`src/rtl/bit_serializer.sv`:
```
// Parallel-to-serial converter: words arrive over valid/ready, leave one bit per DIV clocks
// with a strobe on each bit's first clock; a one-word hold register allows gapless streaming.
module bit_serializer #(
    parameter int DATA_W    = 8,
    parameter int DIV       = 4,
    parameter int MSB_FIRST = 1
) (
    input  logic              clk,
    input  logic              rst,
    input  logic [DATA_W-1:0] din,
    input  logic              din_valid,
    output logic              din_ready,
    output logic              dout_bit,
    output logic              dout_valid,
    output logic              busy
);

    localparam int CNT_W = (DIV > 1) ? $clog2(DIV) : 1;
    localparam int BIT_W = $clog2(DATA_W);
    localparam int OUT_IDX = (MSB_FIRST != 0) ? DATA_W - 1 : 0;
    localparam logic [CNT_W-1:0] DIV_LAST = CNT_W'(DIV - 1);
    localparam logic [BIT_W-1:0] BIT_LAST = BIT_W'(DATA_W - 1);

    localparam logic [0:0] ST_IDLE  = 1'b0;
    localparam logic [0:0] ST_SHIFT = 1'b1;

    logic [0:0]        state_q,     state_d;
    logic [DATA_W-1:0] shift_q,     shift_d;
    logic [DATA_W-1:0] hold_q,      hold_d;
    logic              hold_full_q, hold_full_d;
    logic [CNT_W-1:0]  div_cnt_q,   div_cnt_d;
    logic [BIT_W-1:0]  bit_cnt_q,   bit_cnt_d;

    logic [DATA_W-1:0] shift_adv;
    logic              transfer;
    logic              period_end;
    logic              word_end;

    // Shift register advanced by one bit, moving the next bit into the OUT_IDX position.
    for (genvar gi = 0; gi < DATA_W; gi++) begin : g_adv
        if (MSB_FIRST != 0) begin : g_msb
            if (gi == 0) begin : g_edge
                assign shift_adv[gi] = 1'b0;
            end else begin : g_mid
                assign shift_adv[gi] = shift_q[gi-1];
            end
        end else begin : g_lsb
            if (gi == DATA_W - 1) begin : g_edge
                assign shift_adv[gi] = 1'b0;
            end else begin : g_mid
                assign shift_adv[gi] = shift_q[gi+1];
            end
        end
    end

    assign din_ready  = !hold_full_q;
    assign transfer   = din_valid && din_ready;
    assign period_end = (div_cnt_q == DIV_LAST);
    assign word_end   = period_end && (bit_cnt_q == BIT_LAST);

    assign busy       = (state_q == ST_SHIFT);
    assign dout_valid = busy && (div_cnt_q == '0);
    assign dout_bit   = busy && shift_q[OUT_IDX];

    always_comb begin
        state_d     = state_q;
        shift_d     = shift_q;
        hold_d      = hold_q;
        hold_full_d = hold_full_q;
        div_cnt_d   = div_cnt_q;
        bit_cnt_d   = bit_cnt_q;

        case (state_q)
            ST_IDLE: begin
                div_cnt_d = '0;
                bit_cnt_d = '0;
                if (transfer) begin
                    shift_d = din;
                    state_d = ST_SHIFT;
                end
            end

            ST_SHIFT: begin
                if (period_end) begin
                    div_cnt_d = '0;
                end else begin
                    div_cnt_d = div_cnt_q + CNT_W'(1);
                end

                if (word_end) begin
                    bit_cnt_d = '0;
                    // hold_full and a new transfer are mutually exclusive here since din_ready=!hold_full
                    if (hold_full_q) begin
                        shift_d     = hold_q;
                        hold_full_d = 1'b0;
                    end else if (transfer) begin
                        shift_d = din;
                    end else begin
                        shift_d = '0;
                        state_d = ST_IDLE;
                    end
                end else begin
                    if (period_end) begin
                        shift_d   = shift_adv;
                        bit_cnt_d = bit_cnt_q + BIT_W'(1);
                    end
                    if (transfer) begin
                        hold_d      = din;
                        hold_full_d = 1'b1;
                    end
                end
            end

            default: begin
                state_d = ST_IDLE;
            end
        endcase
    end

    always_ff @(posedge clk) begin
        if (rst) begin
            state_q     <= ST_IDLE;
            shift_q     <= '0;
            hold_q      <= '0;
            hold_full_q <= 1'b0;
            div_cnt_q   <= '0;
            bit_cnt_q   <= '0;
        end else begin
            state_q     <= state_d;
            shift_q     <= shift_d;
            hold_q      <= hold_d;
            hold_full_q <= hold_full_d;
            div_cnt_q   <= div_cnt_d;
            bit_cnt_q   <= bit_cnt_d;
        end
    end

endmodule
```
`config.mk`:
```
export PLATFORM = sky130hd
export DESIGN_NAME = bit_serializer
export DESIGN_NICKNAME = d
export VERILOG_FILES = /design/src/rtl/bit_serializer.sv
export SDC_FILE = /design/constraint.sdc
export NUM_CORES = 1
export LEC_CHECK = 0
export CAP_MARGIN = 15
export CELL_PAD_IN_SITES_DETAIL_PLACEMENT = 2
export CELL_PAD_IN_SITES_GLOBAL_PLACEMENT = 2
export CORE_MARGIN = 2
export CORE_UTILIZATION = 35
export DETAILED_ROUTE_END_ITERATION = 8
export HOLD_SLACK_MARGIN = 0.15
export PLACE_DENSITY = 0.92
export SYNTH_ARGS = -nofsm -noshare
export SYNTH_HDL_FRONTEND = slang
export SYNTH_SLANG_ARGS = --single-unit
```
`constraint.sdc`:
```
create_clock -name clk -period 2.6 [get_ports clk]
set_input_delay 0.78 -clock clk [delete_from_list [all_inputs] [get_ports clk]]
set_output_delay 0.78 -clock clk [all_outputs]
set_load 0.02 [all_outputs]
```
==> results of run 1 <==
metrics by stage:
step                      hold slack (ps)  worst slack, ps  cells  utilization
after global routing                  509             48.2    208        0.428
final                                 472              182    208        0.428
after detailed placement              460              282    204        0.420
after global placement                438              365    204        0.420
after CTS                             479              165    208        0.428
after floorplan                       427              670    151            -
layer usage:
| layer | vias to the layer above | GRT usage | share of wire |
|---|---|---|---|
| li1 | 562 | - | - |
| met1 | 573 | 0.233 | 0.41 |
| met2 | 24 | 0.388 | 0.53 |
| met3 | 8 | 0.0335 | 0.032 |
| met4 | 0 | 0.0718 | 0.030 |
| met5 | - | 0 | 0 |
synth_stat cells:
| master | n |
|---|---|
| a21o_1 | 1 |
| a21oi_1 | 18 |
| a221oi_2 | 6 |
| a22oi_1 | 1 |
| a311o_1 | 5 |
| a31oi_1 | 2 |
| a32o_1 | 2 |
| and2_1 | 2 |
| and2_4 | 1 |
| and3b_1 | 1 |
| buf_2 | 5 |
| buf_4 | 2 |
| buf_6 | 2 |
| clkbuf_1 | 5 |
| dfxtp_1 | 23 |
| ha_1 | 4 |
| inv_1 | 12 |
| inv_2 | 1 |
| mux2i_1 | 1 |
| nand2_1 | 12 |
| nand2b_1 | 1 |
| nand3_1 | 9 |
| nand3b_1 | 10 |
| nor2_1 | 4 |
| nor3_1 | 1 |
| nor3b_1 | 2 |
| o21ai_1 | 15 |
| o31a_1 | 2 |
| or3b_1 | 1 |
final cells by class:
| cell class | instances | area [um^2] | area share |
|---|---|---|---|
| multi-input combinational | 101 | 676 | 0.462 |
| sequential | 23 | 460 | 0.315 |
| timing repair buffer | 21 | 193 | 0.132 |
| tap | 46 | 57.6 | 0.0393 |
| inverter | 13 | 48.8 | 0.0334 |
| clock buffer | 3 | 22.5 | 0.0154 |
| clock inverter | 1 | 5.00 | 0.00342 |
worst max path at each step:
stage | startpoint | endpoint | slack, ps | depth (start not counted)
after floorplan | din_valid | shift_q[5] | 670 | 5
after global placement | din_valid | shift_q[5] | 360 | 4
after detailed placement | din_valid | shift_q[5] | 280 | 4
after CTS | busy | dout_bit | 170 | 3
after global routing | busy | dout_bit | 50 | 3
final | busy | dout_bit | 180 | 3
flip-flops by register name, summed over array words and instances (netlist names):
name / count
hold_full_q: 1
div_cnt_q: 2
bit_cnt_q: 3
busy: 1
shift_q: 8
hold_q: 8
critical path: stages, from the launching register on:
cell and delay (ps):
dfxtp_1 420, inv_1 160, nor2_1 130, clkdlybuf4s50_1 610
cell families (layout without fill, tap and decap cells):
group / count (synthesis) / after routing
multiplexers: 1 / 1
adder cells (fa/ha/maj): 4 / 4
flip-flops: 23 / 23
AND/OR/NAND/NOR: 44 / 44
buffers and inverters: 27 / 38
AO/OA/AOI/OAI: 52 / 52
power by group through the flow:
stage               combinational (mW)  clock (mW)  sequential, mW
CTS                              0.145       0.177           0.387
floorplan                       0.0951           0           0.390
global route                     0.158       0.196           0.389
detailed placement               0.145           0           0.394
finish                           0.145       0.169           0.387
global placement                 0.135           0           0.391
==> flow_summary.json, run 1 <==
{
  "status": "finished clean",
  "fin_tns_setup_ps": 0,
  "ys_warn_count": 0,
  "seq_power_share": 0.552,
  "cts_resized": 0,
  "worst_hold_startpoint": "div_cnt_q[0]",
  "hold_depth": 1,
  "initial_utilization": 0.371,
  "vias": 1167,
  "io_pins": 15,
  "antenna_found_initial": 0,
  "finalPower_mw": 0.700,
  "p_leak_nw": 0.492,
  "syn-num-nets": 166,
  "most-common-layout-cells": "dfxtp_1, a21oi_1, o21ai_1",
  "cp.required_ps": 1820,
  "synth_top_area_cell": "dfxtp_1",
  "clock-sinks": 23,
  "dr.pass1.iters": 4,
  "yosys.area_share.simple": 0.194,
  "post-route-period-util": 0.930,
  "reg2reg_slack_ps": 670,
  "post-dp-hpwl_mm": 3.00,
  "syn_area_per_cell_um2": 8.39,
  "design.core.area_um2": 3420,
  "internal_power_mw": 0.497,
  "slew-limit-headroom": 0.668,
  "clockRootBuffer": "clkbuf_4",
  "maxCapViolations": 0,
  "place_area_um2": 1440,
  "die-area_um2": 4110,
  "hold_buffers": 0,
  "r2r_start": "bit_cnt_q[0]",
  "max_freq_mhz": 414,
  "skew_ps": 8.54,
  "ctsLongestPathBuffers": 2,
  "synth_seq_area_share": 0.364,
  "muxShareOfSynthArea": 0.00791,
  "grt_setup_unrepaired": "false",
  "fp.dieW_um": 64.1,
  "synth_top_family_by_area": "compound AO/OA/AOI/OAI gates",
  "synth_cell_types": 29,
  "layout_commonest_cell": "dfxtp_1",
  "synth_top_area_share": 0.364,
  "crit_type": "register to primary output",
  "layout-drive-gt1-share": 0.117,
  "start_kind": "register",
  "crit_path_end_kind": "primary output",
  "grtUsageTotal": 0.206,
  "slew_viol_final": 0,
  "arrival_ps": 1640,
  "h-tree-depth": 1,
  "pwr-share-comb": 0.207,
  "drc": 0,
  "hold_end": "div_cnt_q[0]",
  "critical_path.max_fanout": 6,
  "synth-xor-area-share": 0,
  "finalWorstPathRequiredPeriod_ps": 2420,
  "synth.area.top_cells": "dfxtp_1, a21oi_1, a221oi_2, nand3b_1, o21ai_1",
  "dieHeight_um": 64.1,
  "cts_made_buffers": 3,
  "p_sw_frac": 0.290,
  "yosys_register_bits": 23,
  "cts_tree": "built",
  "p_switching_mw": 0.203,
  "p_per_area_nw_per_um2": 479,
  "drtIter0Drc": 17,
  "wl_mm": 3.93,
  "gp_congestion": 0.779,
  "grt_max_degree": 22,
  "vias_per_cell": 5.61,
  "grt_pass1_vias": 1268,
  "nFillCells": 398,
  "postCtsSetupBuffers": 0,
  "hold_viol_final": 0,
  "antenna_cells": 0,
  "gr-total-overflow": 0,
  "synth_fa_ha_area_frac": 0.0395,
  "insertion_delay_ps": 320,
  "r2r_end": "shift_q[4]",
  "synth_cells": 151,
  "synth_compound_area_frac": 0.292,
  "area_growth_pct": 15.5,
  "setup_violations": 0,
  "worstHoldPathType": "register to register",
  "portBuffers": 14,
  "final_nets": 178,
  "drt.antenna.violating_nets": 0,
  "clock_power_share": 0.241,
  "clk_pin_slew_ps": 130,
  "rows": 21,
  "ir_drop_uv": 325,
  "grt_pass1_wl_mm": 6.41,
  "wl_per_cell_um": 18.9,
  "r2r_cells": 5,
  "tightestPinTransition_ps": 499,
  "fin_area_um2": 1460,
  "syn_area_um2": 1270
}
No activity file was read; power rests on OpenSTA's default activity.
==> inputs of run 2 (changes only) <==
--- a/config.mk
+++ b/config.mk
@@ -11,6 +11,7 @@
 export CORE_MARGIN = 2
 export CORE_UTILIZATION = 35
 export DETAILED_ROUTE_END_ITERATION = 8
+export GPL_ROUTABILITY_DRIVEN = 0
 export HOLD_SLACK_MARGIN = 0.15
 export PLACE_DENSITY = 0.92
 export SYNTH_ARGS = -nofsm -noshare
==> results of run 2 <==
No change in the layout: final DEF, timing and power equal those of run 1.
==> inputs of run 3 (changes only) <==
--- a/config.mk
+++ b/config.mk
@@ -8,12 +8,14 @@
 export CAP_MARGIN = 15
 export CELL_PAD_IN_SITES_DETAIL_PLACEMENT = 2
 export CELL_PAD_IN_SITES_GLOBAL_PLACEMENT = 2
+export CORE_ASPECT_RATIO = 0.7
 export CORE_MARGIN = 2
 export CORE_UTILIZATION = 35
 export DETAILED_ROUTE_END_ITERATION = 8
 export GPL_ROUTABILITY_DRIVEN = 0
 export HOLD_SLACK_MARGIN = 0.15
 export PLACE_DENSITY = 0.92
+export RECOVER_POWER = 100
 export SYNTH_ARGS = -nofsm -noshare
 export SYNTH_HDL_FRONTEND = slang
 export SYNTH_SLANG_ARGS = --single-unit
==> flow_summary.json, run 3 (synthesis gave the netlist of run 1 again) <==
{
  "cts_tree": "built",
  "post-place-ws_ps": 319,
  "worstHoldPathType": "register to register",
  "layout-drive-gt1-share": 0.0745,
  "area_growth_pct": 14.4,
  "fin_area_um2": 1450,
  "drt.antenna.violating_nets": 0,
  "drc": 0,
  "grtUsageTotal": 0.213,
  "skew_ps": 4.13,
  "most-common-layout-cells": "dfxtp_1, a21oi_1, inv_1, nand2_1, nand3b_1",
  "wl_mm": 3.94,
  "setup_violations": 0,
  "clk_pin_slew_ps": 80,
  "start_kind": "register",
  "dr.pass1.iters": 4,
  "io_pins": 15,
  "portBuffers": 14,
  "cts_made_buffers": 3,
  "path_depth": 3,
  "h-tree-depth": 1,
  "slew-limit-headroom": 0.540,
  "holdWs_ps": 458,
  "post-dp-hpwl_mm": 2.87,
  "final_nets": 177,
  "setup_slack_ps": 157,
  "status": "finished clean",
  "post-route-period-util": 0.939,
  "utilization": 0.415,
  "drtIter0Drc": 27,
  "instances_no_fill": 211,
  "p_per_area_nw_per_um2": 520,
  "dp.cells": 207,
  "ctsLongestPathBuffers": 2,
  "design.core.area_um2": 3490,
  "cp.buffers_inverters": 2,
  "cp_slowest_stage_delay_ps": 700,
  "grt_max_degree": 22,
  "crit_chain": "inv_1 > nor2_1 > dlygate4sd3_1",
  "die-area_um2": 4120,
  "top_regs": "hold_q: 8 flops, shift_q: 8 flops, bit_cnt_q: 3 flops",
  "fp.dieW_um": 75.9,
  "cp.required_ps": 1820,
  "antenna_found_initial": 0,
  "grt_setup_unrepaired": "false",
  "arrival_ps": 1660,
  "clockRootBuffer": "clkbuf_8",
  "grt_pass1_wl_mm": 6.40,
  "place_area_um2": 1430,
  "ir_drop_uv": 181,
  "cts_resized": 0,
  "dieHeight_um": 54.3,
  "nFillCells": 405,
  "vias_per_cell": 5.48,
  "crit_type": "register to primary output",
  "maxCapViolations": 0,
  "gr-total-overflow": 0,
  "fin_tns_setup_ps": 0,
  "clock-sinks": 23,
  "max_freq_mhz": 409,
  "finalPower_mw": 0.753,
  "r2r_cells": 5,
  "rows": 18,
  "postCtsSetupBuffers": 0,
  "vias": 1156,
  "hold_buffers": 0,
  "hold_depth": 1,
  "layout_commonest_cell": "dfxtp_1",
  "crit_path_end_kind": "primary output",
  "hold_viol_final": 0,
  "initial_utilization": 0.363,
  "wl_per_cell_um": 18.7,
  "p_leak_nw": 0.489,
  "tightestPinTransition_ps": 690,
  "slowest_stage": "dlygate4sd3_1",
  "antenna_cells": 0,
  "grt_pass1_vias": 1233,
  "critical_path.max_fanout": 6,
  "cp_top_family": "buffers and inverters",
  "finalWorstPathRequiredPeriod_ps": 2440,
  "insertion_delay_ps": 270,
  "slew_viol_final": 0
}
## run 3: cell types whose count changed in the layout (fill, tap and decap cells not counted), moves of 3 or more
cell / delta
o21ai_1: -8
a221oi_1: +4
dlygate4sd3_1: +6
clkbuf_4: -3
a221oi_2: -4
o21ai_0: +8
clkdlybuf4s50_1: -6
clkbuf_8: +3
## run 3: layout make-up
class                   instances  area [um^2]  area share
multi-input cells             101          651       0.449
clock buffers                   4         45.0      0.0311
repair buffers                 20          181       0.125
inverters                      13         48.8      0.0337
flip-flops and latches         23          460       0.318
well taps                      50         62.6      0.0432
## run 3: final timing paths
check	start	endpoint	slack, ps
worst max register to register	bit_cnt_q[0]	shift_q[4]	510
worst min-delay path	div_cnt_q[0]	div_cnt_q[0]	460
worst max-delay path	busy	dout_bit	160
worst min register to register	div_cnt_q[0]	div_cnt_q[0]	460
## run 3: power by group
| group | internal [mW] | switching [mW] |
|---|---|---|
| sequential | 0.373 | 0.0116 |
| clock | 0.110 | 0.121 |
| combinational | 0.0605 | 0.0771 |
| total | 0.543 | 0.210 |
## run 3: per-layer routing
layer,part of all wire,wire length [um],global-route usage
met1,0.47,1860,0.283
met2,0.48,1900,0.356
met3,0.038,151,0.0497
met4,0.0048,19,0.0409
met5,0,0,0
